`config.mk`:
```
export PLATFORM = sky130hd
export DESIGN_NAME = rep_umul_array
export DESIGN_NICKNAME = d
export VERILOG_FILES = /design/src/rtl/rep_umul_pkg.sv /design/src/rtl/rep_umul_array_lane.sv /design/src/rtl/rep_umul_array_sobolrng.sv /design/src/rtl/rep_umul_array.sv
export SDC_FILE = /design/constraint.sdc
export NUM_CORES = 1
export LEC_CHECK = 0
export ABC_AREA = 1
export CAP_MARGIN = 25
export CORE_ASPECT_RATIO = 1.75
export CORE_MARGIN = 10
export CORE_UTILIZATION = 45
export CTS_BUF_LIST = sky130_fd_sc_hd__clkbuf_8
export DETAILED_ROUTE_END_ITERATION = 10
export HOLD_SLACK_MARGIN = 0.12
export PLACE_DENSITY_LB_ADDON = 0.05
export SLEW_MARGIN = 20
export SYNTH_ARGS = -nofsm -noshare
export SYNTH_HDL_FRONTEND = slang
export SYNTH_SLANG_ARGS = --single-unit
export TNS_END_PERCENT = 100
```
`constraint.sdc`:
```
create_clock -name iClk -period 3.8 [get_ports iClk]
set_input_delay 0.76 -clock iClk [delete_from_list [all_inputs] [get_ports iClk]]
set_output_delay 0.76 -clock iClk [all_outputs]
set_load 0.01 [all_outputs]
```
`src/rtl/rep_umul_pkg.sv`:
```
// rep_umul_pkg: shared FSM state type and counter-width helper for rep_umul_array
package rep_umul_pkg;
  typedef enum logic [1:0] {IDLE, RUN, DONE} umul_state_t;
  function automatic int cnt_w(input int win);
    return win + 1;
  endfunction
endpackage

```
`src/rtl/rep_umul_array_lane.sv`:
```
// umul_lane: one unary multiplier lane (B register, B>seq comparator, AND/XNOR, product flop, one-counter)
//  clk, rst_n : clock, async active-low reset
//  load, b    : capture operand b
//  clr        : clear the one-counter
//  en         : counted cycle (product registered and accumulated)
//  a, seq     : unary input bit, shared Sobol point
//  mult, cnt  : registered product bit, window one-count
//  REP_UMUL_BIPOLAR_EN selects XNOR (bipolar) instead of AND (unipolar)
module umul_lane import rep_umul_pkg::*; #(
  parameter int BITWIDTH = 8,
  parameter int WIN_LOG2 = 8
) (
  input  logic                          clk,
  input  logic                          rst_n,
  input  logic                          load,
  input  logic                          clr,
  input  logic                          en,
  input  logic                          a,
  input  logic [BITWIDTH-1:0]           b,
  input  logic [BITWIDTH-1:0]           seq,
  output logic                          mult,
  output logic [cnt_w(WIN_LOG2)-1:0]    cnt
);
  localparam int CW = cnt_w(WIN_LOG2);
  logic [BITWIDTH-1:0] b_q;
  logic bs, m;
  assign bs = b_q > seq;
`ifdef REP_UMUL_BIPOLAR_EN
  assign m = ~(a ^ bs);
`else
  assign m = a & bs;
`endif
  always_ff @(posedge clk or negedge rst_n)
    if (!rst_n) begin
      b_q  <= '0;
      mult <= 1'b0;
      cnt  <= '0;
    end else begin
      if (load) b_q <= b;
      mult <= en & m;
      cnt  <= clr ? '0 : cnt + CW'(en & m);
    end
endmodule

```
`src/rtl/rep_umul_array_sobolrng.sv`:
```
// sobolrng: first-dimension Sobol (van der Corput) source, index bit-reversed into the top WIN_LOG2 bits
//  clk, rst_n : clock, async active-low reset
//  clr        : restart sequence at index 0
//  en         : advance to the next point
//  seq        : current point, BITWIDTH bits
module sobolrng #(
  parameter int BITWIDTH = 8,
  parameter int WIN_LOG2 = 8
) (
  input  logic                clk,
  input  logic                rst_n,
  input  logic                clr,
  input  logic                en,
  output logic [BITWIDTH-1:0] seq
);
  logic [WIN_LOG2-1:0] idx, rev;
  always_ff @(posedge clk or negedge rst_n)
    if (!rst_n) idx <= '0;
    else if (clr) idx <= '0;
    else if (en) idx <= idx + 1'b1;
  always_comb begin
    rev = '0;
    for (int i = 0; i < WIN_LOG2; i++) rev[i] = idx[WIN_LOG2-1-i];
  end
  // left-align so the low bits stay zero when the window is shorter than the full sequence
  assign seq = BITWIDTH'(rev) << (BITWIDTH - WIN_LOG2);
endmodule

```
`src/rtl/rep_umul_array.sv`:
```
// rep_umul_array: CH-lane unary multiplier with shared Sobol stream and windowed one-counting
//  iClk, iRstN : clock, async active-low reset
//  iLoadB, iB  : load lane operands (honoured outside RUN), lane c at [c*BITWIDTH +: BITWIDTH]
//  iStart      : begin/restart a window (wins over iAck)
//  iAEn, iA    : unary input bits valid / per-lane bits
//  iAck        : host consumed result, DONE -> IDLE
//  oMult       : registered per-lane product bit
//  oBusy       : RUN, oValid : DONE
//  oProd       : per-lane counts, lane c at [c*(WIN_LOG2+1) +: WIN_LOG2+1]
//  REP_UMUL_BIPOLAR_EN selects bipolar (XNOR) multiplication
module rep_umul_array import rep_umul_pkg::*; #(
  parameter int BITWIDTH = 8,
  parameter int CH       = 4,
  parameter int WIN_LOG2 = 8
) (
  input  logic                         iClk,
  input  logic                         iRstN,
  input  logic                         iLoadB,
  input  logic [CH*BITWIDTH-1:0]       iB,
  input  logic                         iStart,
  input  logic                         iAEn,
  input  logic [CH-1:0]                iA,
  input  logic                         iAck,
  output logic [CH-1:0]                oMult,
  output logic                         oBusy,
  output logic                         oValid,
  output logic [CH*(WIN_LOG2+1)-1:0]   oProd
);
  localparam int CW = cnt_w(WIN_LOG2);
  umul_state_t state_q, state_d;
  logic [WIN_LOG2-1:0] win_q;
  logic [BITWIDTH-1:0] seq;
  logic run, adv;
  assign run = state_q == RUN;
  // a restart edge is not a counted cycle even if iAEn is high
  assign adv = run & iAEn & ~iStart;
  always_comb begin
    state_d = state_q;
    if (iStart) state_d = RUN;
    else if (adv && &win_q) state_d = DONE;
    else if (state_q == DONE && iAck) state_d = IDLE;
  end
  always_ff @(posedge iClk or negedge iRstN)
    if (!iRstN) begin
      state_q <= IDLE;
      win_q   <= '0;
    end else begin
      state_q <= state_d;
      win_q   <= iStart ? '0 : adv ? win_q + 1'b1 : win_q;
    end
  assign oBusy  = run;
  assign oValid = state_q == DONE;
  sobolrng #(.BITWIDTH(BITWIDTH), .WIN_LOG2(WIN_LOG2)) u_rng (
    .clk(iClk), .rst_n(iRstN), .clr(iStart), .en(adv), .seq(seq)
  );
  for (genvar c = 0; c < CH; c++) begin : g_lane
    umul_lane #(.BITWIDTH(BITWIDTH), .WIN_LOG2(WIN_LOG2)) u_lane (
      .clk(iClk), .rst_n(iRstN), .load(iLoadB & ~run), .clr(iStart), .en(adv),
      .a(iA[c]), .b(iB[c*BITWIDTH +: BITWIDTH]), .seq(seq),
      .mult(oMult[c]), .cnt(oProd[c*CW +: CW])
    );
  end
endmodule

```
# Word level (Yosys, flattened, before mapping)

Index checks and enable logic that the tools add are counted.

Output and inout bits: 42
Logic and storage cells: 60
Register bits: 90
Input bits: 42

Order comparisons: 4
Reductions and logical operators: 5
Equality and inequality tests: 2
Bitwise gates (word level): 17
Add/subtract/negate cells: 6
Multiplexer cells: 11

Operators with widths:

| cell                                                | number |
|---|---|
| adder 9 bit                                         | 4 |
| 2-to-1 mux 9 bit                                    | 4 |
| greater-than comparator 8 bit                       | 4 |
| 2-to-1 mux 8 bit                                    | 4 |
| adder 8 x 1 -> 8 bit, second input constant         | 2 |
| AND 1 bit                                           | 15 |
| AND reduction 8 bit                                 | 1 |
| 2-to-1 mux 2 bit                                    | 3 |
| nonzero test 3 bit                                  | 1 |
| equality test 2 x 1 -> 1 bit, second input constant | 1 |
| equality test 2 bit, second input constant          | 1 |
| logical AND 1 bit                                   | 2 |
| NOT 1 bit                                           | 2 |
| nonzero test 2 bit                                  | 1 |

# Depth between registers and ports, before layout

Gate-level depths: netlist of run 1.

Depth in word-level cells: 6
Depth in mapped cells: 18
Depth with buffers taken out: 18

# By module

Synthesis of run 1 repeated with hierarchy kept, for this count alone.

Cells, all modules: 570
Area, all modules: 4917.2 um^2

By module, submodules not included:

| module         | instances | cells an instance | area an instance (um^2) | sequential area each (um^2) |
|---|---|---|---|---|
| umul_lane      | 4         | 111               | 974.7                   | 450.4 |
| rep_umul_array | 1         | 66                | 545.5                   | 250.2 |
| sobolrng       | 1         | 60                | 473.0                   | 200.2 |

# Worst setup path after synthesis of run 1

Ideal clock, no wire load.

Path type: input -> register
From: input iAEn
To: register g_lane[3].u_lane.cnt[6]
Setup time: 0.119 ns
Stages on the path: 13
Path buffers: 0
Arrival time: 2.058 ns
Required time: 3.681 ns
Path slack: 1.623 ns
Cell sequence: nand3_4 nor2_8 nand3_1 a21oi_1 ha_1 ha_1 nand2_1 inv_1 nand2_1 nor2_1 nand3_1 nand2_1 nor2_1

Word-level cells in the longest chain between the ends: 5

Ends and longest elaborated chain:

| item                   | line                      | source |
|---|---|---|
| start, declared        | rep_umul_array.sv:21      | `input logic iAEn,` |
| AND 1 bit (2 in a row) | rep_umul_array.sv:36      | `assign adv = run & iAEn & ~iStart;` |
| AND 1 bit              | rep_umul_array_lane.sv:41 | `cnt <= clr ? '0 : cnt + CW'(en & m);` |
| adder 9 bit            | rep_umul_array_lane.sv:41 |  |
| 2-to-1 mux 9 bit       | rep_umul_array_lane.sv:41 |  |
| end signal, assigned   | rep_umul_array_lane.sv:41 |  |
| end, declared          | rep_umul_array_lane.sv:22 | `output logic [cnt_w(WIN_LOG2)-1:0] cnt` |

No other way between the ends.
A chain may end at the register's enable or synchronous reset.

# Worst setup path after layout of run 1

From: input iAEn
To: register g_lane[1].u_lane.cnt[6]

Word-level cells in the longest chain between the ends: 5

Ends and longest elaborated chain:

| item                   | line |
|---|---|
| AND 1 bit (2 in a row) | rep_umul_array.sv:36 |
| AND 1 bit              | rep_umul_array_lane.sv:41 |
| adder 9 bit            | rep_umul_array_lane.sv:41 |
| 2-to-1 mux 9 bit       | rep_umul_array_lane.sv:41 |
| end signal, assigned   | rep_umul_array_lane.sv:41 |
| end, declared          | rep_umul_array_lane.sv:22 |

No other way between the ends.

==> results of run 1 <==
where the power goes:
| group | switching, W | internal [W] |
|---|---|---|
| clock | 0.000351 | 0.000370 |
| combinational | 0.000131 | 0.000139 |
| sequential | 0.0000263 | 0.000996 |
worst max-delay path, cell delays in order:
cell and delay [ns]:
clkdlybuf4s50_1 0.50, nand3_4 0.15, nor2_8 0.20, nand3_1 0.09, a21oi_1 0.21, ha_1 0.22, ha_1 0.17, nand2_1 0.05
inv_1 0.07, nand2_1 0.06, nor2_1 0.18, nand3_1 0.11, nand2_1 0.07, nor2_1 0.04
kinds of logic (layout without fill, tap and decap cells):
group	after synthesis	count (layout)
adders and majority gates	42	42
xor gates and xnor gates	1	1
muxes	28	28
AOI/OAI and AO/OA	63	63
buffers and inverters	78	169
DFF	90	90
and+or+nand+nor	242	242
layout by cell type (no fill, tap or decap), drive strengths merged:
master / count
mux2: 28
clkinv: 2
inv: 68
dfrtp: 90
nand2: 114
bufinv: 2
a21oi: 39
o21ai: 17
nor3: 6
clkdlybuf4s50: 82
clkinvlp: 1
xnor2: 1
nand3: 35
clkbuf: 9
buf: 5
o22ai: 1
ha: 42
a21o: 5
or2: 1
nand4: 3
a22o: 1
nor2: 83
registers in the layout, summed over array words and instances, names as in the netlist:
signal              count
state_q                 2
g_lane.u_lane.cnt      36
u_rng.idx               8
g_lane.u_lane.b_q      32
win_q                   8
g_lane.u_lane.mult      4
stage by stage:
step / setup slack (ns) / utilization, % / instances / power (W)
2_1_floorplan: 1.62 / - / 544 / 0.00120
3_3_place_gp: 0.925 / 54.5 / 749 / 0.00131
3_5_place_dp: 0.779 / 54.5 / 749 / 0.00131
4_1_cts: 1.18 / 56.6 / 765 / 0.00204
5_1_grt: 0.886 / 56.6 / 765 / 0.00212
6_report: 1.16 / 56.6 / 765 / 0.00201
layout make-up:
| cell class | instances | area (um^2) | share of cell area (%) |
|---|---|---|---|
| Clock buffer | 9 | 124 | 2.06 |
| Timing Repair Buffer | 87 | 858 | 14.3 |
| Sequential cell | 90 | 2250 | 37.4 |
| Tap cell | 130 | 163 | 2.70 |
| Clock inverter | 7 | 93.8 | 1.56 |
| Multi-Input combinational cell | 376 | 2280 | 37.8 |
| Inverter | 66 | 248 | 4.12 |
metal layers:
metal	routed length (um)	global-route usage [%]
met1	4170	14.3
met4	171	5.07
met3	575	4.45
met5	0	0
met2	6020	27.0
worst paths after layout:
kind / startpoint / end / slack, ns
worst min register to register: win_q[4]$_DFFE_PN0P_ / win_q[4]$_DFFE_PN0P_ / 0.51
min in group iClk: win_q[4]$_DFFE_PN0P_ / win_q[4]$_DFFE_PN0P_ / 0.51
worst max register to register: u_rng.idx[4]$_DFFE_PN0P_ / g_lane[1].u_lane.cnt[6]$_DFF_PN0_ / 1.31
max in group asynchronous: iRstN / g_lane[3].u_lane.cnt[0]$_DFF_PN0_ / 2.60
worst max-delay path: iAEn / g_lane[1].u_lane.cnt[6]$_DFF_PN0_ / 1.16
worst min-delay path: iRstN / g_lane[0].u_lane.cnt[5]$_DFF_PN0_ / 0.45
==> reports/qor.yml, run 1 <==
floorplanning:
  num_rows: 50
  initial_core_utilization_pct: 45.9
  die_area_um2: 15600
  die-width_um: 98.7
  die_height_um: 158
  core-area_um2: 10600
  io-pin-count: 84
hold_path:
  hold_path_class: "in -> async"
cts:
  longest_clk_path_bufs: 2
  cts_tree: "built"
  cts-htree-levels: 3
  tritoncts.num_buffers: 9
  clock-root-buffer: "clkbuf_8"
  cts.reportedPaths.clkPinSlew_ns: 0.09
  number_of_gates_resized_after_cts: 0
  insertion_delay_ns: 0.37
  postCtsSetupBuffers: 0
  clkSinkCount: 90
  holdBufCountCts: 0
timing:
  grt_setup_unrepaired: "false"
  slew_limit_fails: 0
  timing.final.setup_violations: 0
  maxClockFrequency_mhz: 379
  fin_crit_sh_pct: 69.4
  finalWorstPathRequiredPeriod_ns: 2.64
  setup_total_negative_slack_ns: 0
  hold_ws_ns: 0.450
  hold_violations: 0
  max_slew_margin_pct: 46.7
  finClkSkew_ns: 0.0103
  tightest_slew_ns: 0.800
logic_synthesis:
  syn-cell-area_um2: 4880
  netlist.top_cell.by_area: "dfrtp_1"
  synth_top_cell_area_share_pct: 46.1
  synth_mux_area_share_pct: 8.15
  yosys-top-cells-area: "dfrtp_1 46%, ha_1 11%, nand2_1 8.5%"
  synth.yosys.warnings: 0
  area_fraction_in_compound_gates_after_synthesis_pct: 6.82
  synthTopCellsByCount: "111 x nand2_1, 90 x dfrtp_1, 82 x nor2_1, 64 x inv_1, 42 x ha_1"
  post_synth_inst_count: 544
  synthXorXnorAreaFrac_pct: 0.179
  synth_register_bits: 90
  synth_simple_gate_area_share_pct: 20.7
  synth_cell_types: 26
  synth-main-ff-cell: "dfrtp_1"
  yosysMostFrequentCell: "nand2_1"
  synth_fp_nets: 628
  avgSynthCellArea_um2: 8.97
  synth_edf_count: 0
  synth-seq-area-share_pct: 46.1
  post_synth_fa_ha_maj_area_fraction_pct: 10.8
  synthArstFlopShare_pct: 100
  largest_family_of_logic_cells_by_synthesized_area: "simple AND/OR/NAND/NOR gates"
global_routing:
  grt_max_degree: 63
  grt_util_all_layers_pct: 14.3
  grt_pass1_vias: 3821
  initial_antenna_violation_count: 0
  grt_remaining_overflow: 0
  grt_first_pass_wirelength_um: 18200
setup_path:
  crit_type: "in -> reg"
  worst_ep_arrival_time_ns: 2.90
  path_max_fanout: 10
  timing.critical_path.from_type: "input port"
  timing.reg2reg.worst_path_depth: 16
  critPathCaptureType: "flip-flop"
  worst_ep_required_time_ns: 4.06
route:
  route.vias.total: 3881
  dr.first_iter.drc_count: 91
  routed_wire_length_per_instance_um: 14.3
  firstDrtPassIters: 4
  postRouteWirelength_um: 10900
  route.antenna.remaining_nets: 0
  avgViaCountPerCell: 5.07
  drc: 0
power:
  power.density_nw_per_um2: 335
  total_leakage_power_nw: 3.05
  worst_ir_drop_vdd_mv: 0.273
final_layout:
  layout_net_count: 714
  diodes: 0
  areaGrowthSynthToFinish_pct: 23.2
  post_route_cells_drive_above_1_share_pct: 8.82
  design_area_um2: 6010
  final.fill_count: 1014
outcome:
  run_status: "finished, final reports clean"
placement:
  buffer_ports.inserted: 83
  gp_routability_congestion: 0.809
  placed_area_um2: 5800
  dpl.hpwl_um: 8580
flow_run:
  drv_cap: 0
No activity file was read; power rests on OpenSTA's default activity.
==> run 2, diff against run 1 <==
==> constraint.sdc (replaced) <==
create_clock -name iClk -period 2.75 [get_ports iClk]
set_input_delay 0.55 -clock iClk [delete_from_list [all_inputs] [get_ports iClk]]
set_output_delay 0.55 -clock iClk [all_outputs]
set_load 0.01 [all_outputs]
==> run 2 against run 1 <==
Compared with the run above: sequential power is 38% higher; die area unchanged; critical path type is now reg -> reg; worst hold slack better by 0.050 ns.
==> reports/qor.yml, run 2 (synthesis results as in run 1) <==
timing:
  timing.final.setup_violations: 0  # unchanged
  fin_crit_sh_pct: 89.4
  tightest_slew_ns: 0.569  # -0.231 ns
  grt_setup_unrepaired: "false"
  hold_violations: 0  # unchanged
  max_slew_margin_pct: 62.1  # +15 points
  setup_total_negative_slack_ns: 0  # unchanged
  slew_limit_fails: 0  # unchanged
  maxClockFrequency_mhz: 407
  finClkSkew_ns: 0.0134  # +0.00306 ns
  finalWorstPathRequiredPeriod_ns: 2.46
setup_path:
  critPathSlowestCell: "dfrtp_1"
  path_max_fanout: 5  # -5
  worstPathCellList: "inv_1 > ha_1 > nand2_1 > nor2_1 > nand2_1 > nand3_1 > a21oi_1 > ha_1 > ha_1 > nand2_1 > inv_1 > nand2_1 > nor2_1 > nand3_1 > nand2_1 > nor2_1"
  r2r_end: "g_lane[1].u_lane.cnt[6]$_DFF_PN0_"
  critPathMaxStageDelay_ns: 0.43  # -0.07 ns
  cp_num_buf_inv: 2  # unchanged
  critPathCaptureType: "flip-flop"
  worst_ep_required_time_ns: 3.00  # -1.06 ns
  worst_ep_arrival_time_ns: 2.71  # -0.19 ns
  worstReg2RegStart: "u_rng.idx[3]$_DFFE_PN0P_"
  crit_type: "reg -> reg"
  timing.critical_path.from_type: "flip-flop"
  top_delay_family_on_crit_path: "simple AND/OR/NAND/NOR gates"
  timing.reg2reg.worst_path_depth: 16  # unchanged
  cp_common_cell: "nand2_1"
  rrSetupSlack_ns: 0.29  # -1.02 ns
cts:
  cts.reportedPaths.clkPinSlew_ns: 0.09  # about the same
  postCtsSetupBuffers: 0  # unchanged
  clkSinkCount: 90  # unchanged
  cts_tree: "built"
  insertion_delay_ns: 0.37  # about the same
  clock-root-buffer: "clkbuf_8"
  tritoncts.num_buffers: 9  # unchanged
  longest_clk_path_bufs: 2  # unchanged
  cts-htree-levels: 3  # unchanged
final_layout:
  mostFrequentLayoutCells: "111 x nand2_1, 90 x dfrtp_1, 82 x nor2_1, 82 x clkdlybuf4s50_1, 64 x inv_1"
  register_area_um2: 2250  # unchanged
  top_register: "g_lane.u_lane.cnt"
  final.fill_count: 1009  # -0.49%
  top_regs: "g_lane.u_lane.cnt x36, g_lane.u_lane.b_q x32"
  post_route_cells_drive_above_1_share_pct: 9.11  # +0.29 points
  layout_net_count: 716  # +0.28%
  combined_area_of_the_multi_input_logic_cells_um2: 2280  # unchanged
  most_common_library_cell_in_the_layout_ignoring_fill_and_taps: "nand2_1"
  diodes: 0  # unchanged
  areaGrowthSynthToFinish_pct: 22.9
  largest_register_ff_count: 36  # unchanged
  layoutNonFillerInstCount: 767  # +0.26%
route:
  route.antenna.remaining_nets: 0  # unchanged
  firstDrtPassIters: 4  # unchanged
  postRouteWirelength_um: 11000  # +0.86%
  route.vias.total: 3879  # -0.052%
  avgViaCountPerCell: 5.06  # -0.31%
  routed_wire_length_per_instance_um: 14.4  # +0.60%
  dr.first_iter.drc_count: 115  # +26%
  drc: 0  # unchanged
floorplanning:
  io-pin-count: 84  # unchanged
  die_height_um: 158  # unchanged
  die_area_um2: 15600  # unchanged
  core-area_um2: 10600  # unchanged
  num_rows: 50  # unchanged
  die-width_um: 98.7  # unchanged
  initial_core_utilization_pct: 45.9  # unchanged
power:
  total_leakage_power_nw: 3.04  # -0.35%
  power.density_nw_per_um2: 438  # +31%
  worst_ir_drop_vdd_mv: 0.281  # +3.1%
global_routing:
  initial_antenna_violation_count: 0  # unchanged
  grt_max_degree: 60  # -4.8%
  grt_first_pass_wirelength_um: 18600  # +2.2%
  grt_remaining_overflow: 0  # unchanged
  grt_pass1_vias: 4009  # +4.9%
  grt_util_all_layers_pct: 14.6  # +0.21 points
hold_path:
  hold_path_depth: 1
  min-delay-start: "win_q[3]$_DFFE_PN0P_"
  hold_path_class: "reg -> reg"
  worst_hold_path.endpoint: "win_q[3]$_DFFE_PN0P_"
placement:
  place.detailed.instances: 750  # +0.13%
  dpl.hpwl_um: 8640  # +0.77%
  buffer_ports.inserted: 83  # unchanged
  gp_routability_congestion: 0.794  # -1.8%
flow_run:
  drv_cap: 0  # unchanged
outcome:
  run_status: "finished, final reports clean"
run 2: cell types whose count changed in the layout (fill, tap and decap cells not counted):
cell	previous run	this run
buf_12	0	1
bufinv_16	2	0
clkinv_2	1	2
clkinv_4	1	0
clkinvlp_4	1	2
dlygate4sd3_1	0	1
inv_1	65	64
inv_6	1	3
run 2: worst register-to-register path, delay by kind of cell, from the launching register on:
family	cells	cell delay, ns
flops	1	0.43
fa+ha+maj	3	0.65
simple gates	10	0.75
compound gates	1	0.18
buf+inv	2	0.34
run 2: report_power, final:
part,switching [W],internal [W]
Clock,0.000502,0.000335
Sequential,0.0000349,0.00138
Combinational,0.000183,0.000196
run 2: worst max path at each step:
| stage | from | endpoint | slack, ns | cells past startpoint |
|---|---|---|---|---|
| after floorplan | u_rng.idx[0]$_DFFE_PN0P_ | g_lane[0].u_lane.cnt[6]$_DFF_PN0_ | 0.67 | 16 |
| after global placement | iAEn | g_lane[3].u_lane.cnt[6]$_DFF_PN0_ | 0.18 | 14 |
| after global routing | u_rng.idx[4]$_DFFE_PN0P_ | g_lane[2].u_lane.cnt[6]$_DFF_PN0_ | 0.006 | 16 |
| final | u_rng.idx[3]$_DFFE_PN0P_ | g_lane[1].u_lane.cnt[6]$_DFF_PN0_ | 0.29 | 16 |
| after CTS | u_rng.idx[3]$_DFFE_PN0P_ | g_lane[2].u_lane.cnt[6]$_DFF_PN0_ | 0.28 | 16 |
| after detailed placement | iAEn | g_lane[2].u_lane.cnt[6]$_DFF_PN0_ | 0.04 | 14 |
run 2: routing by layer:
layer	wire (um)	up-vias	global-route usage, %
met3	481	20	3.67
li1	-	1925	-
met5	0	-	0
met4	255	0	6.03
met2	5930	73	26.4
met1	4360	1861	15.6
run 2: stage by stage:
| step | worst slack [ns] | hold slack [ns] | util (%) | cell area [um^2] | total power, W |
|---|---|---|---|---|---|
| global route | 0.00594 | 0.529 | 56.4 | 6000 | 0.00278 |
| finish | 0.293 | 0.499 | 56.4 | 6000 | 0.00263 |
| detailed placement | 0.0356 | 0.493 | 54.7 | 5820 | 0.00182 |
| global placement | 0.183 | 0.483 | 54.7 | 5820 | 0.00181 |
| CTS | 0.282 | 0.506 | 56.4 | 6000 | 0.00267 |
| floorplan | 0.674 | 0.254 | - | 4880 | 0.00165 |
run 2: timing repair:
item / 4_1_cts / 5_1_grt
hold buffers: 1 / 0
setup endpoints to repair: 0 / 0
gates resized for setup: 0 / 0
endpoints found under the hold margin: 2 / 0
run 2: cell type report:
class,instances,area share (%)
timing repair buffer,89,14.8
clock buffer,9,2.06
clock inverter,7,0.855
sequential,90,37.5
inverter,66,4.13
tap,130,2.71
multi-input combinational,376,37.9
==> run 3, diff against run 2 <==
--- a/config.mk
+++ b/config.mk
@@ -6,14 +6,13 @@
 export NUM_CORES = 1
 export LEC_CHECK = 0
 export ABC_AREA = 1
-export CAP_MARGIN = 25
 export CORE_ASPECT_RATIO = 1.75
 export CORE_MARGIN = 10
 export CORE_UTILIZATION = 45
 export CTS_BUF_LIST = sky130_fd_sc_hd__clkbuf_8
 export DETAILED_ROUTE_END_ITERATION = 10
 export HOLD_SLACK_MARGIN = 0.12
-export PLACE_DENSITY_LB_ADDON = 0.05
+export PLACE_DENSITY = 0.71
 export SLEW_MARGIN = 20
 export SYNTH_ARGS = -nofsm -noshare
 export SYNTH_HDL_FRONTEND = slang
==> constraint.sdc (replaced) <==
create_clock -name iClk -period 2.94 [get_ports iClk]
set_input_delay 0.588 -clock iClk [delete_from_list [all_inputs] [get_ports iClk]]
set_output_delay 0.588 -clock iClk [all_outputs]
set_load 0.01 [all_outputs]
==> run 3 against run 2 <==
Compared with the run above: critical path depth did not move; sequential power fell by 6%; total power fell by 2.7%; largest power group unchanged.
==> reports/qor.yml, run 3 (synthesis results as in run 1) <==
cts:
  holdBufCountCts: 0  # -1
  tritoncts.num_buffers: 9  # unchanged
  cts_tree: "built"
  number_of_gates_resized_after_cts: 0  # unchanged
  clkSinkCount: 90  # unchanged
  longest_clk_path_bufs: 2  # unchanged
  clock-root-buffer: "clkbuf_8"
  postCtsSetupBuffers: 0  # unchanged
  cts-htree-levels: 3  # unchanged
  insertion_delay_ns: 0.37  # about the same
  cts.reportedPaths.clkPinSlew_ns: 0.10  # about the same
power:
  worst_ir_drop_vdd_mv: 0.302  # +7.3%
  power.density_nw_per_um2: 425  # -2.9%
  total_leakage_power_nw: 3.05  # +0.21%
setup_path:
  endpoint: "g_lane[1].u_lane.cnt[6]$_DFF_PN0_"
  worst_ep_required_time_ns: 3.19  # +0.19 ns
  r2r_end: "g_lane[1].u_lane.cnt[6]$_DFF_PN0_"
  crit_type: "reg -> reg"
  timing.reg2reg.worst_path_depth: 16  # unchanged
  worstReg2RegStart: "u_rng.idx[2]$_DFFE_PN0P_"
  rrSetupSlack_ns: 0.41  # +0.12 ns
  cp-startpoint: "u_rng.idx[2]$_DFFE_PN0P_"
  worst_ep_arrival_time_ns: 2.77  # +0.06 ns
  critPathCaptureType: "flip-flop"
  timing.critical_path.from_type: "flip-flop"
  path_max_fanout: 5  # unchanged
final_layout:
  register_area_um2: 2250  # unchanged
  most_common_library_cell_in_the_layout_ignoring_fill_and_taps: "nand2_1"
  final.fill_count: 988  # -2.1%
  areaGrowthSynthToFinish_pct: 23.2
  largest_register_ff_count: 36  # unchanged
  combined_area_of_the_multi_input_logic_cells_um2: 2280  # unchanged
  layout_net_count: 713  # -0.42%
  post_route_cells_drive_above_1_share_pct: 8.83  # -0.27 points
  mostFrequentLayoutCells: "111 x nand2_1, 90 x dfrtp_1, 82 x nor2_1, 82 x clkdlybuf4s50_1, 64 x inv_1"
  design_area_um2: 6010  # +0.19%
  top_regs: "g_lane.u_lane.cnt x36, g_lane.u_lane.b_q x32"
  top_register: "g_lane.u_lane.cnt"
  diodes: 0  # unchanged
route:
  route.vias.total: 3849  # -0.77%
  firstDrtPassIters: 4  # unchanged
  routed_wire_length_per_instance_um: 14.3  # -0.89%
  drc: 0  # unchanged
  route.antenna.remaining_nets: 0  # unchanged
  dr.first_iter.drc_count: 131  # +14%
  postRouteWirelength_um: 10900  # -1.3%
  avgViaCountPerCell: 5.04  # -0.38%
timing:
  tightest_slew_ns: 0.576  # +0.00724 ns
  max_slew_margin_pct: 61.6  # -0.48 points
  finClkSkew_ns: 0.0168  # +0.00345 ns
  maxClockFrequency_mhz: 396  # -2.8%
  finalWorstPathRequiredPeriod_ns: 2.53  # +0.0702 ns
  hold_violations: 0  # unchanged
  fin_crit_sh_pct: 86.0  # -3.4 points
  timing.final.setup_violations: 0  # unchanged
  slew_limit_fails: 0  # unchanged
  setup_total_negative_slack_ns: 0  # unchanged
  grt_setup_unrepaired: "false"
placement:
  placed_area_um2: 5800  # -0.26%
  buffer_ports.inserted: 83  # unchanged
  gp_routability_congestion: 0.832  # +4.8%
  dpl.hpwl_um: 8440  # -2.3%
floorplanning:
  initial_core_utilization_pct: 45.9  # unchanged
  io-pin-count: 84  # unchanged
  die_height_um: 158  # unchanged
  die_area_um2: 15600  # unchanged
  core-area_um2: 10600  # unchanged
  num_rows: 50  # unchanged
  die-width_um: 98.7  # unchanged
global_routing:
  grt_max_degree: 50  # -17%
  grt_util_all_layers_pct: 14.1  # -0.41 points
  grt_pass1_vias: 3949  # -1.5%
  grt_first_pass_wirelength_um: 18200  # -2.5%
  initial_antenna_violation_count: 0  # unchanged
  grt_remaining_overflow: 0  # unchanged
flow_run:
  drv_cap: 0  # unchanged
hold_path:
  hold_path_class: "in -> async"
outcome:
  run_status: "finished, final reports clean"
[run 3: cell count changes in the layout (fill, tap and decap cells not counted), sizes merged]
cell	previous run	this run
buf	6	4
clkinv	2	4
clkinvlp	2	0
inv	69	67
bufinv	0	1
clkbuf	9	10
dlygate4sd3	1	0
[run 3: power by group]
part / internal (W) / leakage [nW] / switching, W
registers: 0.00129 / 1.21 / 0.0000323
clock network: 0.000425 / 0.107 / 0.000456
logic: 0.000181 / 1.73 / 0.000174
total: 0.00189 / 3.05 / 0.000662
[run 3: stage by stage]
step,worst slack [ns],hold WS [ns],power [W],utilization (%),cells
final,0.412,0.199,0.00256,56.5,764
after global routing,0.111,0.225,0.00269,56.5,764
after CTS,0.413,0.203,0.00259,56.5,764
after detailed placement,0.0579,0.489,0.00170,54.6,748
after global placement,0.239,0.475,0.00169,54.6,748
after floorplan,0.864,0.292,0.00155,-,544
[run 3: worst min path at each step]
stage	from	to	slack, ns	cells past startpoint
after floorplan	iRstN	g_lane[0].u_lane.b_q[0]$_DFFE_PN0P_	0.29	0
after global placement	win_q[3]$_DFFE_PN0P_	win_q[3]$_DFFE_PN0P_	0.48	1
after detailed placement	win_q[3]$_DFFE_PN0P_	win_q[3]$_DFFE_PN0P_	0.49	1
after CTS	iRstN	g_lane[0].u_lane.cnt[5]$_DFF_PN0_	0.20	1
after global routing	iRstN	g_lane[0].u_lane.cnt[1]$_DFF_PN0_	0.23	1
final	iRstN	g_lane[0].u_lane.cnt[5]$_DFF_PN0_	0.20	1
[run 3: cell type report]
class	instances	share of cell area (%)
Clock buffer	10	2.29
Clock inverter	6	1.23
Inverter	66	4.12
Timing Repair Buffer	86	14.4
Sequential cell	90	37.5
Multi-Input combinational cell	376	37.8
Tap cell	130	2.70
[run 3: worst max-delay path, cell delays in order, from the launching register on]
cell and delay (ns):
dfrtp_1 0.44, inv_1 0.24, ha_1 0.29, nand2_1 0.08, nor2_1 0.05, nand2_1 0.06
nand3_1 0.07, a21oi_1 0.21, ha_1 0.21, ha_1 0.17, nand2_1 0.05, inv_1 0.07
nand2_1 0.06, nor2_1 0.17, nand3_1 0.10, nand2_1 0.09, nor2_1 0.05
[run 3: routing by layer]
metal  GRT usage, %  vias up  part of all wire, %
li1               -     1926                    -
met1           15.1     1810                   40
met2           25.5       92                   53
met3           3.27       21                  4.6
met4           6.72        0                  2.7
met5              0        -                    0
